**config.mk**
```make
export PLATFORM = sky130hd
export DESIGN_NAME = anspwm_stage_p
export DESIGN_NICKNAME = d
export VERILOG_FILES = /design/src/rtl/anspwm_stage_p.sv
export SDC_FILE = /design/constraint.sdc
export NUM_CORES = 1
export LEC_CHECK = 0
export BUFFER_PORTS_ARGS = -buffer_cell sky130_fd_sc_hd__buf_2
export CORE_UTILIZATION = 30
export CTS_CLUSTER_SIZE = 20
export DETAILED_ROUTE_END_ITERATION = 12
export PLACE_DENSITY = 0.59
export SLEW_MARGIN = 40
export SYNTH_ARGS = -nofsm -noshare
export SYNTH_HDL_FRONTEND = slang
export SYNTH_SLANG_ARGS = --single-unit
export TNS_END_PERCENT = 30
```
**constraint.sdc**
```tcl
create_clock -name clk -period 4.3 [get_ports clk]
set_clock_uncertainty 0.1 [all_clocks]
set_input_delay 1.075 -clock clk [delete_from_list [all_inputs] [get_ports clk]]
set_output_delay 1.075 -clock clk [all_outputs]
set_load 0.005 [all_outputs]
```
**src/rtl/anspwm_stage_p.sv**
```systemverilog
// ANS-PWM error-feedback stage: quantises the top Q_W bits of the target, forwards the
// left-aligned residual and emits the ORDER-th difference in sign-magnitude after DLY stages.
module anspwm_stage_p #(
  parameter int unsigned TGT_W = 32,
  parameter int unsigned Q_W   = 16,
  parameter int unsigned ORDER = 1,
  parameter int unsigned DLY   = 2
) (
  input  logic                   clk,
  input  logic                   rst,
  input  logic                   in_valid,
  input  logic [TGT_W-1:0]       A,
  output logic [TGT_W-1:0]       nxttgt,
  output logic                   nxt_valid,
  output logic [Q_W+ORDER-2:0]   C,
  output logic                   Csgn,
  output logic                   out_valid
);

  localparam int unsigned D_W = Q_W + ORDER;      // signed difference width
  localparam int unsigned C_W = Q_W + ORDER - 1;  // magnitude width

  if (ORDER != 1 && ORDER != 2) begin : g_bad_order
    $error("anspwm_stage_p: ORDER must be 1 or 2");
  end
  if (Q_W >= TGT_W) begin : g_bad_qw
    $error("anspwm_stage_p: Q_W must be less than TGT_W");
  end
  if (DLY > 8) begin : g_bad_dly
    $error("anspwm_stage_p: DLY must be 0..8");
  end

  logic [Q_W-1:0]        q_r;
  logic [Q_W-1:0]        q_prev;
  logic signed [Q_W:0]   d1_prev;
  logic signed [Q_W:0]   d1_c;
  logic signed [Q_W+1:0] d2_c;
  logic signed [D_W-1:0] res_c;
  logic [D_W-1:0]        abs_c;

  // Stage 0 of the pipe is the difference register; stage DLY drives the outputs.
  logic [C_W-1:0] p_mag [DLY+1];
  logic           p_sgn [DLY+1];
  logic           p_vld [DLY+1];

  // Quantise stage: capture q and residual on each accepted sample.
  always_ff @(posedge clk or posedge rst) begin
    if (rst) begin
      q_r       <= '0;
      nxttgt    <= '0;
      nxt_valid <= 1'b0;
    end else begin
      nxt_valid <= in_valid;
      if (in_valid) begin
        q_r    <= A[TGT_W-1 -: Q_W];
        nxttgt <= A << Q_W;
      end
    end
  end

  // Difference arithmetic; widths chosen so no wrap is possible.
  always_comb begin
    d1_c  = $signed({1'b0, q_r}) - $signed({1'b0, q_prev});
    d2_c  = (Q_W+2)'(d1_c) - (Q_W+2)'(d1_prev);
    res_c = '0;
    if (ORDER == 2) res_c = D_W'(d2_c);
    else            res_c = D_W'(d1_c);
    abs_c = res_c[D_W-1] ? D_W'(-res_c) : D_W'(res_c);
  end

  // Difference register and histories; idle cycles leave them untouched.
  always_ff @(posedge clk or posedge rst) begin
    if (rst) begin
      q_prev   <= '0;
      d1_prev  <= '0;
      p_mag[0] <= '0;
      p_sgn[0] <= 1'b0;
      p_vld[0] <= 1'b0;
    end else begin
      p_vld[0] <= nxt_valid;
      if (nxt_valid) begin
        q_prev   <= q_r;
        d1_prev  <= d1_c;
        p_mag[0] <= C_W'(abs_c);
        p_sgn[0] <= res_c[D_W-1];
      end
    end
  end

  // Alignment delay line, shifting every clock.
  always_ff @(posedge clk or posedge rst) begin
    if (rst) begin
      for (int i = 1; i <= DLY; i++) begin
        p_mag[i] <= '0;
        p_sgn[i] <= 1'b0;
        p_vld[i] <= 1'b0;
      end
    end else begin
      for (int i = 1; i <= DLY; i++) begin
        p_mag[i] <= p_mag[i-1];
        p_sgn[i] <= p_sgn[i-1];
        p_vld[i] <= p_vld[i-1];
      end
    end
  end

  assign C         = p_mag[DLY];
  assign Csgn      = p_sgn[DLY];
  assign out_valid = p_vld[DLY];

endmodule

```
After elaboration in Yosys (flattened, before gate mapping)

Index checks and enable logic that the tools add are counted.
W data, S select, Z words.

Add/subtract/negate cells: 2
Mux-type cells: 1

Operator list:

| kind             | count |
|---|---|
| $sub A16 B16 Y17 | 1 |
| $mux W16         | 1 |
| $neg A16 Y16     | 1 |

Flip-flop bits (word level): 103
Output and inout port bits: 51
Word-level logic and storage cells: 16

Longest topological paths before layout

Word-level depth: 3
Depth in mapped cells: 12
Depth with buffers taken out: 11

Worst setup path before layout

Ideal clock, no wire load.

Path type: reg-to-reg
From: register q_r[0]
To: register p_mag[47] (netlist name)
Library setup time: 0.069 ns
Data arrival time: 3.006 ns
Data required time: 4.131 ns
Path slack: 1.126 ns
Stages on the path, launching flop included: 12
Path buffers: 0
Period minus slack after synthesis: 3.174 ns
Cell sequence: dfrtp_1 > inv_1 > ha_1 > fa_1 > nand2b_1 > a21oi_2 > o21a_2 > nand2_1 > o41a_1 > a2111o_1 > or4_1 > nand3_1

Longest elaborated chain between the ends: 3

RTL lines:

| what                   | line | text |
|---|---|---|
| from (decl)            | 33   | `logic [Q_W-1:0] q_r;` |
| from (signal assigned) | 55   | `q_r <= A[TGT_W-1 -: Q_W];` |
| $sub A16 B16 Y17 *     | 63   | `d1_c = $signed({1'b0, q_r}) - $signed({1'b0, q_prev});` |
| $neg A16 Y16           | 68   | `abs_c = res_c[D_W-1] ? D_W'(-res_c) : D_W'(res_c);` |
| $mux W16 *             | 68   |  |
| to (decl)              | 42   | `logic [C_W-1:0] p_mag [DLY+1];` |

Every way passes the cells marked *; elsewhere a longest branch is shown, timed or not.
A chain may end at the register's enable or synchronous reset.

Worst setup path after layout

Same ends and word-level chain as after synthesis.

==> impl_metrics.ini <==
[cts]
numClockSinks = 103
cts_tree = yes
path_clk_slew_ns = 0.06
post_cts_buffers = 0
ctsHoldBuffers = 0
cts_resized = 0
clockBufferDepth = 2
insertion_delay_ns = 0.35
cts-root-buf = clkbuf_16
htree_levels = 3
cts_made_buffers = 9

[pwr]
pwr-share-comb_pct = 27.8
swShare_pct = 30.8
p_per_area_nw_per_um2 = 517
irDropWorstVdd_uv = 201
total_leakage_power_nw = 2.46
seqPwrFrac_pct = 46.1
pwr-share-clk_pct = 26.1
p_int_mw = 1.97
p_switching_mw = 0.877

[synth]
synth.top_cell.area_share_pct = 53.1
synth.top_cells.by_area = dfrtp_1 53%, mux2_2 7.9%, buf_4 5.1%
syn_inst = 433
yosysUniqueCellTypes = 58
synth_most_common_cell = dfrtp_1
yosysWarnings = 0
async_flop_share_pct = 100
synth_edf_count = 0
synth.avg_cell_area_um2 = 11.2
ys_seq_area_share_pct = 53.1
synth_top_cell_by_area = dfrtp_1
netlist_top_cells_count = 103 x dfrtp_1, 34 x mux2_2, 33 x buf_4
syn_area_um2 = 4860
ys_ff_latch = 103
synth_ff_type = dfrtp_1

[routing]
vias = 3151
firstDrtPassIters = 5
viasPerCell = 4.48
ant_nets = 0
drt-total-wl_mm = 9.13
drc = 0
dr.first_iter.drc_count = 132
routedWlPerCell_um = 13.0

[placed_design]
dp_hpwl_mm = 6.51
port_buffers = 69
gp_congestion = 0.845
pre_cts_ws_ns = 0.883

[setup_path]
crit_required_ns = 4.48
start_kind = register
worstSetupStartpoint = q_r[0]
cp_max_fo = 4
arrival_ns = 3.64
r2r-end = p_mag[47]
end_kind = register
path_class = reg -> reg
path_cells = inv_1 -> ha_1 -> fa_1 -> nand2b_1 -> a21oi_2 -> o21a_2 -> nand2_1 -> o41a_1 -> a2111o_1 -> or4_1 -> nand3_1
cpPeakStageDelay_ns = 0.53
crit_slowest_cell = or4_1
reg2reg_from = q_r[0]
r2r_cells = 11
r2r_slack_ns = 0.85

[global_route]
track_usage_pct = 11.9
grt_max_degree = 73
antenna_found_initial = 0
overflow = 0
grt_pass1_vias = 3119
grt_pass1_wl_mm = 15.4

[timing]
fmax_mhz = 290
final-max-slew-violation-count = 0
relSlewSlack_pct = 48.2
rsz0062_at_grt = no
setup_ws_ns = 0.848
tns_ns = 0
period_share_pct = 80.3
finalSetupViolCount = 0
min_period_ns = 3.45
max_slew.worst_pin.slew_ns = 0.777
hold_viol_final = 0
holdWs_ns = 0.245

[layout]
fillers = 1599
drive_gt1_share_pct = 27.0
nets = 537
syn_to_final_growth_pct = 13.6
fin_util_pct = 34.9
diodes = 0

[floorplanning]
die-area_um2 = 16700
start_util_pct = 30.7
coreArea_um2 = 15800
fp.dieW_um = 129
num_rows = 46
fp.dieH_um = 129
ios = 86

[worst_hold_path]
min_to = C[9]
hold_start = p_mag[25]
hold_path.class = reg -> reg
holdPathStages = 0

[flow_run]
cap_violations = 0

[outcome]
outcome = completed
-- critical path, delay by kind of cell, from the launching register on --
kind,cells,cell delay [ns]
compound gates,4,1.39
simple gates,4,0.88
fa+ha+maj,2,0.62
flops,1,0.35
buf+inv,1,0.05
-- worst max-delay path by stage --
stage / to / slack [ns] / depth (start not counted)
global route: p_mag[42] / 0.59 / 11
global placement: p_mag[47] / 0.97 / 11
detailed placement: p_mag[47] / 0.88 / 11
finish: p_mag[47] / 0.85 / 11
CTS: p_mag[47] / 0.84 / 11
floorplan: C[0] / 0.42 / 1
-- cell usage in the layout, fill, tap and decap left out, drive strengths merged, types with 2 or more instances in the layout --
cell type,Yosys,layout
a31oi,4,4
a21o,2,2
clkinv,0,2
a2111oi,2,2
o211ai,8,8
xnor2,9,9
clkbuf,13,12
o2111ai,4,4
a21oi,22,22
a2111o,2,2
o311ai,4,4
nor2,22,22
nor3,2,2
and2,3,3
nor4,3,3
or3,4,4
o21a,8,8
nand3,9,9
dfrtp,103,103
a311oi,2,2
mux2,34,34
nand2,31,31
inv,25,26
conb,1,16
buf,35,73
xor2,10,10
o21ai,28,28
ha,17,17
nand3b,3,3
a211oi,4,4
-- registers in the layout (all words and copies together), names as in the netlist --
signal / cells
C: 16
Csgn: 1
out_valid: 1
q_prev: 16
p_vld: 2
nxttgt: 16
nxt_valid: 1
p_mag: 32
q_r: 16
p_sgn: 2
-- cell type report --
class                   count  area [µm²]  area share, %
clock inverters             3        18.8          0.340
inverters                  25        98.8           1.79
well taps                 216         270           4.90
flip-flops and latches    103        2580           46.7
repair buffers             73         373           6.76
clock buffers              12         246           4.47
multi-input cells         272        1930           35.0
-- through the flow --
stage               cell area [µm²]  cells  power (mW)
floorplan                      4910    448        1.98
global placement               5240    688        2.10
detailed placement             5250    688        2.13
CTS                            5510    703        2.89
global route                   5520    704        3.05
finish                         5520    704        2.85
-- per-layer routing --
metal / share of wire [%] / GRT usage, %
met5: 0 / 0
met4: 1.6 / 5.05
met1: 48 / 15.4
met3: 4.3 / 3.43
met2: 46 / 18.6
-- power groups by stage --
stage	sequential, mW	clock (mW)	combinational (mW)
after global placement	1.33	0	0.772
after global routing	1.35	0.814	0.890
after floorplan	1.32	0	0.665
after detailed placement	1.34	0	0.791
after CTS	1.32	0.775	0.796
final	1.31	0.745	0.793
-- logic make-up (layout without fill, tap and decap cells) --
kind of cell               after synthesis  after routing  share of synthesized area [%]
AOI/OAI and AO/OA                       99             99                           14.0
and+or+nand+nor                         86             86                           8.37
xor gates and xnor gates                19             19                           3.43
buffers and inverters                   73            113                           8.35
other                                    1             16                         0.0772
DFF                                    103            103                           53.1
muxes                                   34             34                           7.88
adders and majority gates               18             18                           4.79
(Power assumes the default switching activity.)
